<file path="config.mk">
export PLATFORM = sky130hd
export DESIGN_NAME = bcd_accumulator
export DESIGN_NICKNAME = d
export VERILOG_FILES = /design/src/rtl/bcd_accumulator.sv
export SDC_FILE = /design/constraint.sdc
export NUM_CORES = 1
export LEC_CHECK = 0
export ABC_AREA = 1
export ABC_CLOCK_PERIOD_IN_PS = 8600
export BUFFER_PORTS_ARGS = -buffer_cell sky130_fd_sc_hd__buf_2
export CORE_MARGIN = 3
export CORE_UTILIZATION = 25
export CTS_CLUSTER_DIAMETER = 200
export DETAILED_ROUTE_END_ITERATION = 10
export GPL_TIMING_DRIVEN = 0
export PLACE_DENSITY = 0.41
export SKIP_CTS_REPAIR_TIMING = 1
export SYNTH_ARGS = -nofsm -noshare
export SYNTH_HDL_FRONTEND = slang
export SYNTH_SLANG_ARGS = --single-unit
</file>
<file path="constraint.sdc">
create_clock -name clk -period 8.6 [get_ports clk]
set_input_delay 1.29 -clock clk [delete_from_list [all_inputs] [get_ports clk]]
set_output_delay 1.29 -clock clk [all_outputs]
set_load 0.01 [all_outputs]
</file>
<file path="src/rtl/bcd_accumulator.sv">
// bcd_accumulator: digit-serial BCD running-sum accumulator, carry ripples one digit per clock.
// Optional BCD_ACC_ERR_CHECK_EN: digits 10..15 are consumed and flagged in sticky err instead of clamped to 9.
module bcd_accumulator #(
    parameter int DIGITS = 4
) (
    input  logic                  clk,
    input  logic                  rst,
    input  logic                  clr,
    input  logic                  in_valid,
    input  logic [3:0]            in_digit,
    output logic                  in_ready,
    output logic [4*DIGITS-1:0]   sum,
    output logic                  busy,
    output logic                  done,
    output logic                  overflow,
    output logic                  err
);
    localparam int IW = $clog2(DIGITS);
    localparam logic [IW-1:0] LAST = IW'(DIGITS - 1);
    typedef enum logic {IDLE, ADD} state_t;
    state_t state_q, state_d;
    logic [4*DIGITS-1:0] sum_q, sum_d;
    logic [IW-1:0] idx_q, idx_d;
    logic [3:0] op_q, op_d;
    logic carry_q, carry_d, done_q, done_d, ovf_q, ovf_d;
    logic [3:0] cur, addend, digit;
    logic [4:0] s;
    logic wrap;
`ifdef BCD_ACC_ERR_CHECK_EN
    logic err_q, err_d;
    assign err = err_q;
`else
    assign err = 1'b0;
`endif
    assign in_ready = (state_q == IDLE) && !clr && !rst;
    assign sum      = sum_q;
    assign busy     = (state_q == ADD);
    assign done     = done_q;
    assign overflow = ovf_q;
    // only the units digit receives the operand; higher digits see just the carry
    assign cur    = sum_q[4*idx_q +: 4];
    assign addend = (idx_q == '0) ? op_q : 4'd0;
    assign s      = {1'b0, cur} + {1'b0, addend} + {4'd0, carry_q};
    assign wrap   = s > 5'd9;
    assign digit  = wrap ? s[3:0] - 4'd10 : s[3:0];
    always_comb begin
        state_d = state_q;
        sum_d   = sum_q;
        idx_d   = idx_q;
        op_d    = op_q;
        carry_d = carry_q;
        done_d  = 1'b0;
        ovf_d   = ovf_q;
`ifdef BCD_ACC_ERR_CHECK_EN
        err_d   = err_q;
`endif
        if (clr) begin
            state_d = IDLE;
            sum_d   = '0;
            ovf_d   = 1'b0;
`ifdef BCD_ACC_ERR_CHECK_EN
            err_d   = 1'b0;
`endif
        end else if (state_q == IDLE) begin
            if (in_valid && in_ready) begin
`ifdef BCD_ACC_ERR_CHECK_EN
                if (in_digit > 4'd9) begin
                    err_d = 1'b1;
                end else begin
                    state_d = ADD;
                    op_d    = in_digit;
                    idx_d   = '0;
                    carry_d = 1'b0;
                end
`else
                state_d = ADD;
                op_d    = (in_digit > 4'd9) ? 4'd9 : in_digit;
                idx_d   = '0;
                carry_d = 1'b0;
`endif
            end
        end else begin
            sum_d[4*idx_q +: 4] = digit;
            carry_d = wrap;
            idx_d   = idx_q + 1'b1;
            // a carry out of the top digit is dropped: the sum wraps modulo 10^DIGITS
            if (!wrap || idx_q == LAST) begin
                state_d = IDLE;
                done_d  = 1'b1;
                ovf_d   = ovf_q | wrap;
            end
        end
    end
    always_ff @(posedge clk) begin
        if (rst) begin
            state_q <= IDLE;
            sum_q   <= '0;
            idx_q   <= '0;
            op_q    <= '0;
            carry_q <= 1'b0;
            done_q  <= 1'b0;
            ovf_q   <= 1'b0;
`ifdef BCD_ACC_ERR_CHECK_EN
            err_q   <= 1'b0;
`endif
        end else begin
            state_q <= state_d;
            sum_q   <= sum_d;
            idx_q   <= idx_d;
            op_q    <= op_d;
            carry_q <= carry_d;
            done_q  <= done_d;
            ovf_q   <= ovf_d;
`ifdef BCD_ACC_ERR_CHECK_EN
            err_q   <= err_d;
`endif
        end
    end
endmodule

</file>
======== Yosys cells after proc, flatten, opt, wreduce, memory -nomap -nowiden ========
Cells that the tools add are included.
W data, S select, Z words.
operators by class
  add/subtract/negate cells ............... 5
  order comparisons ....................... 2
  eq/ne operators ......................... 1
  shifts and indexed selects .............. 3
  mux-type cells .......................... 12
  bitwise logic cells ..................... 3
  reduce and logical (&&, ||, !) cells .... 14
operators by type and width
  operator                   number
  $neg A4 Y34                1
  $shift A4 B34 Y16 const A  1
  $shiftx A4 B34 Y16         1
  $bwmux W16                 1
  $shiftx A16 B5 Y4          1
  $mux W4                    3
  $mux W1                    6
  $add A4 B4 Y5              1
  $add A5 B1 Y5              1
  $gt A5 B4 Y1 const B       1
  $gt A4 B4 Y1 const B       1
  $mux W2                    2
  $reduce_and A2 Y1          2
  $sub A4 B4 Y4 const B      1
  $logic_and A1 B1 Y1        3
  $logic_not A1 Y1           3
  $reduce_and A3 Y1          1
  $reduce_or A3 Y1           1
  $add A2 B1 Y2 const B      1
  $eq A2 B2 Y1 const B       1
  $logic_not A2 Y1           1
  $not A1 Y1                 2
  $reduce_bool A2 Y1         1
  $reduce_or A2 Y1           1
  other kinds (2)            2
storage, ports and cells
  bits in registers ....................... 26
  input bits .............................. 8
  output and inout port bits .............. 21
  word-level logic and storage cells ...... 47

======== Longest topological paths before layout ========
  depth in word-level cells ............... 9
  depth in mapped cells ................... 20
  gate-level depth less buffers ........... 19

======== Least setup slack after synthesis ========
Ideal clock, no wire load.
  kind .................................... input-to-output
  start ................................... input rst
  end ..................................... output in_ready
  arrival ................................. 1792 ps
  data required time ...................... 7310 ps
  setup slack ............................. 5518 ps
  stages on the path ...................... 4
  path buffers ............................ 1
  cells stage by stage .................... buf_6 -> nor2_1 -> inv_2 -> nor2_4
on the way
  word-level cells in the longest chain between the ends .. 2
RTL lines
  item                 RTL line  RTL
  from (decl)          7         input logic rst,
  $logic_not A1 Y1     35        assign in_ready = (state_q == IDLE) && !clr && !rst;
  $logic_and A1 B1 Y1  35
  to (decl)            11        output logic in_ready,
Every way passes these cells.

======== Final worst setup path ========
  start ................................... register idx_q[0]
  end ..................................... register sum_q[15] (netlist: sum[15])
on the way
  word-level cells in the longest chain between the ends .. 8
  elaborated cells on any way between the ends .. 12
  classes of those cells .................. add/sub: 4; order compare: 1; shift: 3; mux: 3; reduce/logical: 1
RTL lines
  item                                                   RTL line  RTL
  from (decl)                                            23        logic [IW-1:0] idx_q, idx_d;
  from (signal assigned)                                 109       idx_q <= idx_d;
  branches (longest 7 deep; another with $add A4 B4 Y5)  -
  $bwmux W16 *                                           83        sum_d[4*idx_q +: 4] = digit;
  to (signal assigned)                                   108       sum_q <= sum_d;
  to (decl)                                              22        logic [4*DIGITS-1:0] sum_q, sum_d;
Every way passes the cells marked *.
A chain may end at the register's enable or synchronous reset.

==> flow_metrics.py <==
metrics = {
    "global_route": {
        "grt_overflow": 0,
        "antenna_found_initial": 0,
        "grt_max_degree": 16,
        "first_global_vias": 1413,
        "grt_usage_pct": 12.2,
        "grt_pass1_wl_mm": 7.11,
    },
    "synth": {
        "syn_area_sq_mm": 0.00154,
        "ys_seq_area_share_pct": 33.8,
        "synth.area.top_cells": "dfxtp_1 34%, nand2_1 10%, ha_1 7.3%",
        "synth-edff-count": 0,
        "synthesis.instances": 213,
        "ys_seq_elements": 26,
        "synth_cell_types": 35,
        "yosys.area.top_type": "dfxtp_1",
        "ys_top_cells_by_count": "43 x nand2_1, 26 x dfxtp_1, 23 x nor2_1",
        "synth_ff_type": "dfxtp_1",
        "synth_top_area_share_pct": 33.8,
        "yosysWarnings": 0,
        "async_reset_ff_share_pct": 0,
        "syn_nets": 232,
        "syn_area_per_cell_sq_um": 7.24,
        "synth.most_common_cell": "nand2_1",
    },
    "cells_and_area": {
        "seq_area_sq_um": 520,
        "final_layout_size_suffix_gt1_share_pct": 21.4,
        "fillers": 650,
        "post-route-util_pct": 31.9,
        "multi_input_area_sq_um": 891,
        "area_delta_synth_final_pct": 18.9,
        "diodes": 0,
        "final_nets": 263,
    },
    "timing": {
        "setup_violations": 0,
        "fin_skew_ns": 0.00700,
        "min_period_ns": 3.48,
        "finalMaxSlewViolations": 0,
        "fmax_ghz": 0.288,
        "rsz0062_at_grt": "no",
        "final_hold_viol_count": 0,
        "final.setup.tns_ns": 0,
        "period_share_pct": 40.4,
    },
    "die": {
        "rows": 27,
        "coreArea_sq_mm": 0.00574,
        "die_h_um": 84.5,
        "start_util_pct": 26.8,
        "die_area_sq_mm": 0.00714,
        "die_width_um": 84.5,
        "io-pin-count": 29,
    },
    "clocking": {
        "path_clk_slew_ns": 0.10,
        "clockBufferDepth": 2,
        "root_buffer": "clkbuf_8",
        "tritoncts": "built",
        "cts.sinks": 26,
        "htree_num_levels": 1,
        "numCtsBuffers": 3,
        "clk_latency_ns": 0.28,
    },
    "placement": {
        "numPortBuffers": 26,
        "place.gp.congestion": 0.767,
        "place_hpwl_mm": 3.37,
    },
    "route": {
        "viasPerCell": 4.65,
        "remaining_drc_errors": 0,
        "first_pass_iters": 4,
        "drt_wl_total_mm": 4.33,
        "dr_total_vias": 1464,
        "drtIter0Drc": 88,
        "wl_per_cell_um": 13.7,
        "ant_nets": 0,
    },
    "worst_hold_path": {
        "hp-class": "register to register",
    },
    "worst_setup_path": {
        "cp.arrival_ns": 3.63,
        "worst-path-max-fanout": 11,
        "critPathKind": "register to register",
        "crit_required_ns": 8.76,
        "end_kind": "register",
        "startpoint_type": "register",
    },
    "flow_run": {
        "maxCapViolCount": 0,
    },
    "pwr": {
        "vdd_drop_max_uv": 61.0,
        "power_density_mw_per_mm2": 140,
        "p_leak_nw": 0.850,
        "fin_total_pwr_mw": 0.257,
    },
    "status": {
        "status": "completed",
    },
}
-- flip-flops by register name, indices dropped and copies added, names as in the netlist --
signal,flops
busy,1
carry_q,1
done,1
idx_q,2
op_q,4
overflow,1
sum,16
-- critical path, cell delays in order, from the launching register on --
cell and delay, ns:
dfxtp_1 0.39, buf_2 0.24, clkinv_1 0.28, ha_1 0.38
nand2_1 0.11, fa_1 0.19, inv_1 0.08, fa_1 0.54
inv_1 0.08, ha_1 0.22, nand2_1 0.06, a21boi_2 0.17
nand2_2 0.10, nand2_4 0.11, nand2_2 0.08, nand4_2 0.09
nor2_1 0.06, nor2_1 0.09, nor2_1 0.05
-- cell families (layout without fill, tap and decap cells) --
family	after synthesis	in the layout	share of synthesized area, %
AND/OR/NAND/NOR	105	105	32.4
adder cells (fa/ha/maj)	11	11	9.90
buffers and inverters	31	61	8.44
flip-flops	26	26	33.8
AO/OA/AOI/OAI	39	39	15.3
other	1	1	0.243
-- placed cells by master, fill, tap and decap left out, drive strengths merged, types with 3 or more instances in the layout --
| cell type | netlist | layout |
|---|---|---|
| a21oi | 21 | 21 |
| buf | 5 | 31 |
| clkbuf | 0 | 3 |
| dfxtp | 26 | 26 |
| ha | 9 | 9 |
| inv | 24 | 24 |
| nand2 | 52 | 52 |
| nand3 | 17 | 17 |
| nand4 | 6 | 6 |
| nor2 | 24 | 24 |
| nor3 | 3 | 3 |
| o21ai | 8 | 8 |
| o22ai | 3 | 3 |
-- path summary, 6_finish.rpt --
check | start | endpoint | slack [ns] | cells after the start
worst max-delay path | idx_q[0] | sum[15] | 5.12 | 18
worst min-delay path | op_q[3] | op_q[3] | 0.48 | 2
worst max register to register | idx_q[0] | sum[15] | 5.12 | 18
worst min register to register | op_q[3] | op_q[3] | 0.48 | 2
-- through the flow --
stage	instances	setup slack (ns)	hold slack, ns	area (sq um)
2_1_floorplan	213	5.52	0.441	1540
3_3_place_gp	311	5.17	0.460	1760
3_5_place_dp	311	5.17	0.457	1760
4_1_cts	315	5.15	0.476	1830
5_1_grt	315	4.85	0.481	1830
6_report	315	5.12	0.481	1830
-- layout make-up --
cell class	instances	share of cell area (%)
Inverter	26	5.32
Tap cell	72	4.91
Timing Repair Buffer	26	7.10
Clock inverter	1	1.64
Clock buffer	3	2.25
Sequential cell	26	28.4
Buffer	5	1.77
Multi-Input combinational cell	156	48.6
-- per-layer routing --
| layer | vias up | track usage (%) | wire length (um) |
|---|---|---|---|
| li1 | 762 | - | - |
| met1 | 666 | 18.2 | 2190 |
| met3 | 4 | 2.55 | 200 |
| met5 | - | 0 | 0 |
| met4 | 0 | 2.59 | 40 |
| met2 | 32 | 17.9 | 1900 |
-- power by group --
group | switching (mW) | total [mW] | leakage, nW | internal [mW]
registers | 0.00123 | 0.123 | 0.210 | 0.121
logic | 0.0189 | 0.0285 | 0.604 | 0.00963
clock network | 0.0430 | 0.105 | 0.0357 | 0.0624
total | 0.0632 | 0.257 | 0.850 | 0.193
Note: power is estimated with default switching activity, not from simulation.
